--- src/rtl/uart_pkg.sv ---
// Shared definitions for the UART receive path.
// State encoding, default frame shape and oversampling constants.
package uart_pkg;

   typedef enum logic [1:0] {
      IDLE  = 2'd0,
      START = 2'd1,
      DATA  = 2'd2,
      STOP  = 2'd3
   } rx_state_e;

   localparam int DBIT_DEF    = 8;
   localparam int SB_TICK_DEF = 16;
   localparam int OS_RATE     = 16;
   localparam int MID_TICK    = 7;

endpackage

--- src/rtl/sync_2ff.sv ---
// Two-flop synchronizer for a single asynchronous bit.
// Reset value is a parameter so idle-high lines stay idle in reset.
module sync_2ff #(
   parameter logic RST_VAL = 1'b0
) (
   input  logic clk,
   input  logic reset,
   input  logic d_in,
   output logic q_out
);

   logic meta_d, meta_q;
   logic sync_d, sync_q;

   // Next values: each stage copies the one before it.
   always_comb begin
      meta_d = d_in;
      sync_d = meta_q;
   end

   // Synchronizer chain registers.
   always_ff @(posedge clk or posedge reset) begin
      if (reset) begin
         meta_q <= RST_VAL;
         sync_q <= RST_VAL;
      end else begin
         meta_q <= meta_d;
         sync_q <= sync_d;
      end
   end

   assign q_out = sync_q;

endmodule

--- src/rtl/uart_rx_os16.sv ---
// 8N1-style UART receiver on a 16x oversample tick.
// Centre sampling, start glitch rejection, valid/ready output.
module uart_rx_os16
   import uart_pkg::*;
#(
   parameter int DBIT    = DBIT_DEF,
   parameter int SB_TICK = SB_TICK_DEF
) (
   input  logic            clk,
   input  logic            reset,
   input  logic            tick16,
   input  logic            rx_in,
   output logic [DBIT-1:0] rx_data,
   output logic            rx_valid,
   input  logic            rx_ready,
   output logic            frame_err,
   output logic            overrun
);

   localparam int NW = (DBIT > 1) ? $clog2(DBIT) : 1;

   localparam logic [3:0]    CNT_MID  = 4'(MID_TICK);
   localparam logic [3:0]    CNT_BIT  = 4'(OS_RATE - 1);
   localparam logic [3:0]    CNT_STOP = 4'(SB_TICK - 1);
   localparam logic [NW-1:0] N_LAST   = NW'(DBIT - 1);

   logic rx_s;

   rx_state_e state_d, state_q;
   logic [3:0]      cnt_d, cnt_q;
   logic [NW-1:0]   n_d, n_q;
   logic [DBIT-1:0] shreg_d, shreg_q;
   logic [DBIT-1:0] data_d, data_q;
   logic            valid_d, valid_q;
   logic            ferr_d, ferr_q;
   logic            ovr_d, ovr_q;
   logic            done;

   sync_2ff #(
      .RST_VAL (1'b1)
   ) u_sync (
      .clk   (clk),
      .reset (reset),
      .d_in  (rx_in),
      .q_out (rx_s)
   );

   // Frame FSM: advances only on tick16, flags a good or bad stop.
   always_comb begin
      state_d = state_q;
      cnt_d   = cnt_q;
      n_d     = n_q;
      shreg_d = shreg_q;
      done    = 1'b0;
      ferr_d  = 1'b0;
      if (tick16) begin
         unique case (state_q)
            IDLE: begin
               if (!rx_s) begin
                  state_d = START;
                  cnt_d   = '0;
               end
            end
            START: begin
               if (cnt_q == CNT_MID) begin
                  cnt_d = '0;
                  if (!rx_s) begin
                     state_d = DATA;
                     n_d     = '0;
                  end else begin
                     state_d = IDLE;
                  end
               end else begin
                  cnt_d = cnt_q + 4'd1;
               end
            end
            DATA: begin
               if (cnt_q == CNT_BIT) begin
                  shreg_d = {rx_s, shreg_q[DBIT-1:1]};
                  cnt_d   = '0;
                  if (n_q == N_LAST) begin
                     state_d = STOP;
                  end else begin
                     n_d = n_q + NW'(1);
                  end
               end else begin
                  cnt_d = cnt_q + 4'd1;
               end
            end
            STOP: begin
               if (cnt_q == CNT_STOP) begin
                  state_d = IDLE;
                  cnt_d   = '0;
                  if (rx_s) begin
                     done = 1'b1;
                  end else begin
                     ferr_d = 1'b1;
                  end
               end else begin
                  cnt_d = cnt_q + 4'd1;
               end
            end
            default: begin
               state_d = IDLE;
               cnt_d   = '0;
            end
         endcase
      end
   end

   // Output register: accept clears, completion loads or overruns.
   always_comb begin
      data_d  = data_q;
      valid_d = valid_q;
      ovr_d   = 1'b0;
      if (valid_q && rx_ready) begin
         valid_d = 1'b0;
      end
      if (done) begin
         if (!valid_q || rx_ready) begin
            data_d  = shreg_q;
            valid_d = 1'b1;
         end else begin
            ovr_d = 1'b1;
         end
      end
   end

   // State, counter and output registers.
   always_ff @(posedge clk or posedge reset) begin
      if (reset) begin
         state_q <= IDLE;
         cnt_q   <= '0;
         n_q     <= '0;
         shreg_q <= '0;
         data_q  <= '0;
         valid_q <= 1'b0;
         ferr_q  <= 1'b0;
         ovr_q   <= 1'b0;
      end else begin
         state_q <= state_d;
         cnt_q   <= cnt_d;
         n_q     <= n_d;
         shreg_q <= shreg_d;
         data_q  <= data_d;
         valid_q <= valid_d;
         ferr_q  <= ferr_d;
         ovr_q   <= ovr_d;
      end
   end

   assign rx_data   = data_q;
   assign rx_valid  = valid_q;
   assign frame_err = ferr_q;
   assign overrun   = ovr_q;

endmodule

--- config.mk ---
export PLATFORM = sky130hd
export DESIGN_NAME = uart_rx_os16
export DESIGN_NICKNAME = d
export VERILOG_FILES = /design/src/rtl/uart_pkg.sv /design/src/rtl/sync_2ff.sv /design/src/rtl/uart_rx_os16.sv
export SDC_FILE = /design/constraint.sdc
export NUM_CORES = 1
export LEC_CHECK = 0
export BUFFER_PORTS_ARGS = -buffer_cell sky130_fd_sc_hd__buf_2
export CAP_MARGIN = 20
export CELL_PAD_IN_SITES_DETAIL_PLACEMENT = 1
export CELL_PAD_IN_SITES_GLOBAL_PLACEMENT = 1
export CORE_MARGIN = 2
export CORE_UTILIZATION = 45
export CTS_CLUSTER_DIAMETER = 60
export DETAILED_ROUTE_END_ITERATION = 6
export PLACE_DENSITY_LB_ADDON = 0.1
export SLEW_MARGIN = 20
export SYNTH_ARGS = -nofsm -noshare
export SYNTH_HDL_FRONTEND = slang
export SYNTH_HIERARCHICAL = 1
export SYNTH_SLANG_ARGS = --single-unit
--- constraint.sdc ---
create_clock -name clk -period 2.2 [get_ports clk]
set_input_delay 0.11 -clock clk [delete_from_list [all_inputs] [get_ports clk]]
set_output_delay 0.11 -clock clk [all_outputs]
set_load 0.02 [all_outputs]
; Word level (Yosys, flattened, before mapping)
; Index checks and enable logic that the tools add are counted.
[op_classes]
n_eq_ne = 13
n_mux = 29
n_reduce_logical = 11
add_sub_neg = 2
[ops]
columns = op, n
row1 = "inequality test 2 bit, second input constant", 7
row2 = two-way mux 1 bit, 13
row3 = two-way mux 2 bit, 6
row4 = two-way mux 3 bit, 4
row5 = two-way mux 4 bit, 3
row6 = case mux 4 bit (3 select lines), 1
row7 = AND reduction 6 bit, 2
row8 = case mux 2 bit (4 select lines), 1
row9 = case mux 3 bit (2 select lines), 1
row10 = "adder 4 x 1 -> 4 bit, second input constant", 1
row11 = "equality test 2 bit, second input constant", 2
row12 = "equality test 4 x 3 -> 1 bit, second input constant", 1
row13 = "equality test 4 bit, second input constant", 1
row14 = AND reduction 2 bit, 2
row15 = "adder 3 x 1 -> 3 bit, second input constant", 1
row16 = "equality test 3 bit, second input constant", 1
row17 = AND reduction 3 bit, 1
row18 = "equality test 2 x 1 -> 1 bit, second input constant", 1
row19 = zero test 2 bit, 1
row20 = nonzero test 2 bit, 1
row21 = OR reduction 2 bit, 1
row22 = logical AND 1 bit, 1
row23 = zero test 1 bit, 1
row24 = logical OR 1 bit, 1
[totals]
in_bits = 5
elab_cells = 65
output_inout_bits = 11
reg_bits = 30

; Logic depth before layout (Yosys ltp)
[logic_depth]
ltp_word = 5
ltp_mapped = 6
depth_no_buf = 6

; Modules after synthesis
; Netlist, hierarchy kept.
[modules_own_cells]
columns = module, seq_area_each_um2, instances, area_each_um2, cells_per_inst
row1 = uart_rx_os16, 700.7, 1, 1260.0, 98
row2 = sync_2ff, 52.6, 1, 56.3, 3

; Worst setup path before layout
; No wires, ideal clock.
[synth_path]
kind = flip-flop to flip-flop
start = register cnt_q[0]
end = register n_q[1]
t_required_ns = 2.075
path_slack_ns = 0.610
period_less_slack_ns = 1.590
path_stages_with_launch = 7
t_arrival_ns = 1.464
n_path_buf = 1
cell_sequence = dfrtp_1 -> ha_1 -> nand4_2 -> nor3b_2 -> buf_6 -> a22o_4 -> mux2_4
[synth_via]
elab_chain_len = 3
word_cells_on_any_way = 5
[synth_lines]
columns = element, line
row1 = "start, declared", uart_rx_os16.sv:30  ; logic [3:0] cnt_d, cnt_q;
row2 = "start signal, assigned", uart_rx_os16.sv:142  ; cnt_q <= cnt_d;
row3 = equality test 4 bit / equality test 4 x 3 -> 1 bit (equally long branches), "uart_rx_os16.sv:78, uart_rx_os16.sv:65"
row4 = inequality test 2 bit (no line), --
row5 = AND reduction 6 bit (no line) (*), --
row6 = "end signal, assigned", uart_rx_os16.sv:143  ; n_q <= n_d;
row7 = "end, declared", uart_rx_os16.sv:31  ; logic [NW-1:0] n_d, n_q;
; Every way passes the cells marked *; elsewhere a longest branch is shown, timed or not.
; A chain may end at the register's enable or synchronous reset.

; Worst setup path after layout
[layout_path]
start = register cnt_q[0]
end = register data_q[4], in the netlist rx_data[4]
[layout_via]
elab_chain_len = 5
[layout_lines]
columns = element, line
row1 = equality test 4 bit, uart_rx_os16.sv:91  ; if (cnt_q == CNT_STOP) begin
row2 = two-way mux 1 bit, uart_rx_os16.sv:91
row3 = two-way mux 1 bit, uart_rx_os16.sv:57  ; unique case (state_q)
row4 = two-way mux 1 bit, uart_rx_os16.sv:56  ; if (tick16) begin
row5 = AND reduction 2 bit (no line), --
row6 = "end signal, assigned", uart_rx_os16.sv:145  ; data_q <= data_d;
row7 = "end, declared", uart_rx_os16.sv:33  ; logic [DBIT-1:0] data_d, data_q;
; Every way passes these cells.

==> impl_metrics.json <==
{
  "cp.required_ps": 2420,
  "cts.path.max_buffers": 2,
  "r2r-start": "cnt_q[0]$_DFFE_PP0P_",
  "insertion_delay_ps": 320,
  "max_freq_mhz": 573,
  "start_util_pct": 47.7,
  "regArea_um2": 753,
  "critPathCaptureType": "flop",
  "synthesis.area_um2": 1320,
  "clkSlewWorstSetupHoldPaths_ps": 90,
  "fp.dieW_um": 58.1,
  "hold_path_class": "input port to flop",
  "syn_to_final_growth_pct": 15.2,
  "antennaDiodeCount": 0,
  "total_power_mw": 1.37,
  "final_cell_mix": "dfrtp_1 (28), mux2_2 (16), buf_2 (15)",
  "synth_warnings": 6,
  "tightest_slew_ps": 388,
  "ys_seq_elements": 30,
  "hp-start": "tick16",
  "drv_slew": 0,
  "multi_input_area_um2": 510,
  "power_density_nw_per_um2": 906,
  "grt_pass1_wl_um": 3920,
  "fillers": 296,
  "syn_nets": 109,
  "dpl.hpwl_um": 1630,
  "cp.arrival_ps": 1960,
  "core-area_um2": 2760,
  "row_count": 19,
  "gp_congestion": 0.776,
  "grt-ovfl-total": 0,
  "finalHoldViolCount": 0,
  "synth-async-reset-ratio_pct": 100,
  "post_cts_resized": 0,
  "ys.flop_type": "dfrtp_1",
  "layout_commonest_cell": "dfrtp_1",
  "rr_endpoint": "rx_data[4]$_DFFE_PP0P_",
  "wire_per_inst_um": 14.0,
  "status": "finished clean",
  "crit_type": "flop to flop",
  "setup_viol": 0,
  "fin_ws_ps": 456,
  "cp_max_fo": 8,
  "die_area_um2": 3370,
  "track_usage_pct": 15.6,
  "max-cap-violations": 0,
  "syn_inst": 101,
  "final_net_count": 132,
  "timing.slew.headroom_pct": 73.9,
  "fin_skew_ps": 11.3,
  "grt_max_degree": 29,
  "place_ws_ps": 408,
  "min_period_ps": 1740,
  "antenna_found_initial": 0,
  "drive_gt1_share_pct": 40.3,
  "io_pins": 16,
  "post-route-period-util_pct": 79.3,
  "synth_edf_count": 0,
  "portBuffers": 15,
  "h-tree-depth": 2,
  "fin_tns_setup_ps": 0,
  "ff2ff_path_depth": 5,
  "rsz0062_at_grt": "no",
  "drt_iter0_markers": 10,
  "cts_tree": "done",
  "wirelength_um": 2170,
  "ys_seq_area_share_pct": 57.2,
  "r2r_slack_ps": 460,
  "first_pass_iters": 4,
  "start_kind": "flop",
  "grt_pass1_vias": 874,
  "ys_types": 29,
  "via_per_inst": 5.34,
  "worstSetupEndpoint": "rx_data[4]$_DFFE_PP0P_",
  "clockRootBuffer": "clkbuf_4",
  "drc": 0,
  "vdd.ir_drop.worst_mv": 0.772,
  "fp.dieH_um": 58.1,
  "p_leak_nw": 0.809,
  "ant_nets": 0,
  "vias": 828,
  "whs_ps": 82.6,
  "synth_area_per_cell_um2": 13.0,
  "clock-sinks": 30,
  "postPlaceCellArea_um2": 1420,
  "final_cell_area_um2": 1520,
  "cts_buffers": 5,
  "crit_start": "cnt_q[0]$_DFFE_PP0P_"
}
kinds of logic after synthesis:
group,count (synthesis),share of synthesized area (%)
flip-flops,30,57.2
AND/OR/NAND/NOR,27,10.8
multiplexers,20,17.5
AO/OA/AOI/OAI,12,6.94
buffers and inverters,8,3.99
adder cells (fa/ha/maj),3,2.85
XOR/XNOR,1,0.666
critical path: stages (launching register included):
cell and delay [ps]:
dfrtp_1 400, ha_1 240, nand2_1 120, nor2_1 140, and3_1 370, mux2_2 380
metal layers:
layer | track usage (%) | part of all wire (%) | wire (µm) | vias up
met2 | 25.8 | 49 | 1070 | 16
met5 | 0 | 0 | 0 | -
met1 | 18.7 | 45 | 974 | 410
met3 | 6.70 | 4.8 | 103 | 2
met4 | 3.99 | 0.83 | 18 | 0
li1 | - | - | - | 400
synth_stat cells, drive strengths merged (2+ instances only):
| master | number | area share (%) |
|---|---|---|
| and3b | 2 | 1.3 |
| o21ai | 2 | 0.76 |
| mux2 | 18 | 16 |
| dfrtp | 28 | 53 |
| nor3 | 2 | 0.76 |
| nor2 | 7 | 2.0 |
| a21oi | 3 | 1.1 |
| a22o | 2 | 2.0 |
| inv | 4 | 1.1 |
| or2 | 2 | 0.95 |
| ha | 3 | 2.9 |
| buf | 4 | 2.9 |
| mux2i | 2 | 1.5 |
| nand2 | 9 | 2.6 |
| dfstp | 2 | 4.0 |
area by class of cell:
type	instances	area share (%)
clock buffer	6	3.38
clock inverter	1	1.98
inverter	4	0.990
multi-input combinational	63	33.7
sequential	30	49.7
tap	31	2.56
timing repair buffer	20	7.76
sequential cells by signal, summed over array words and instances, names as in the netlist, named ones only:
signal,flops
u_sync/meta_q,1
state_q,1
frame_err,1
u_sync/q_out,1
overrun,1
shreg_q,8
cnt_q,4
n_q,3
rx_valid,1
rx_data,8
how the worst min path moves through the flow:
stage / endpoint / slack (ps) / cells past startpoint
global placement: u_sync/meta_q$_DFF_PP1_ / 140 / 2
detailed placement: u_sync/meta_q$_DFF_PP1_ / 160 / 2
global route: state_q[0]$_DFFE_PP0P_ / 80 / 2
finish: state_q[0]$_DFFE_PP0P_ / 80 / 2
CTS: state_q[0]$_DFFE_PP0P_ / 70 / 2
floorplan: u_sync/meta_q$_DFF_PP1_ / 20 / 1
power breakdown:
group	switching, mW	total, mW	internal, mW
logic	0.122	0.234	0.112
registers	0.0911	0.701	0.610
clock network	0.173	0.437	0.264
total	0.386	1.37	0.987
stage by stage:
step	utilization, %	instances
floorplan	-	101
global placement	51.3	146
detailed placement	51.3	146
CTS	55.0	155
global route	55.0	155
finish	55.0	155
what timing repair did:
item	CTS	global route
hold buffers	2	0
hold endpoints to repair	31	0
buffers inserted	0	0
(Power assumes the default switching activity.)
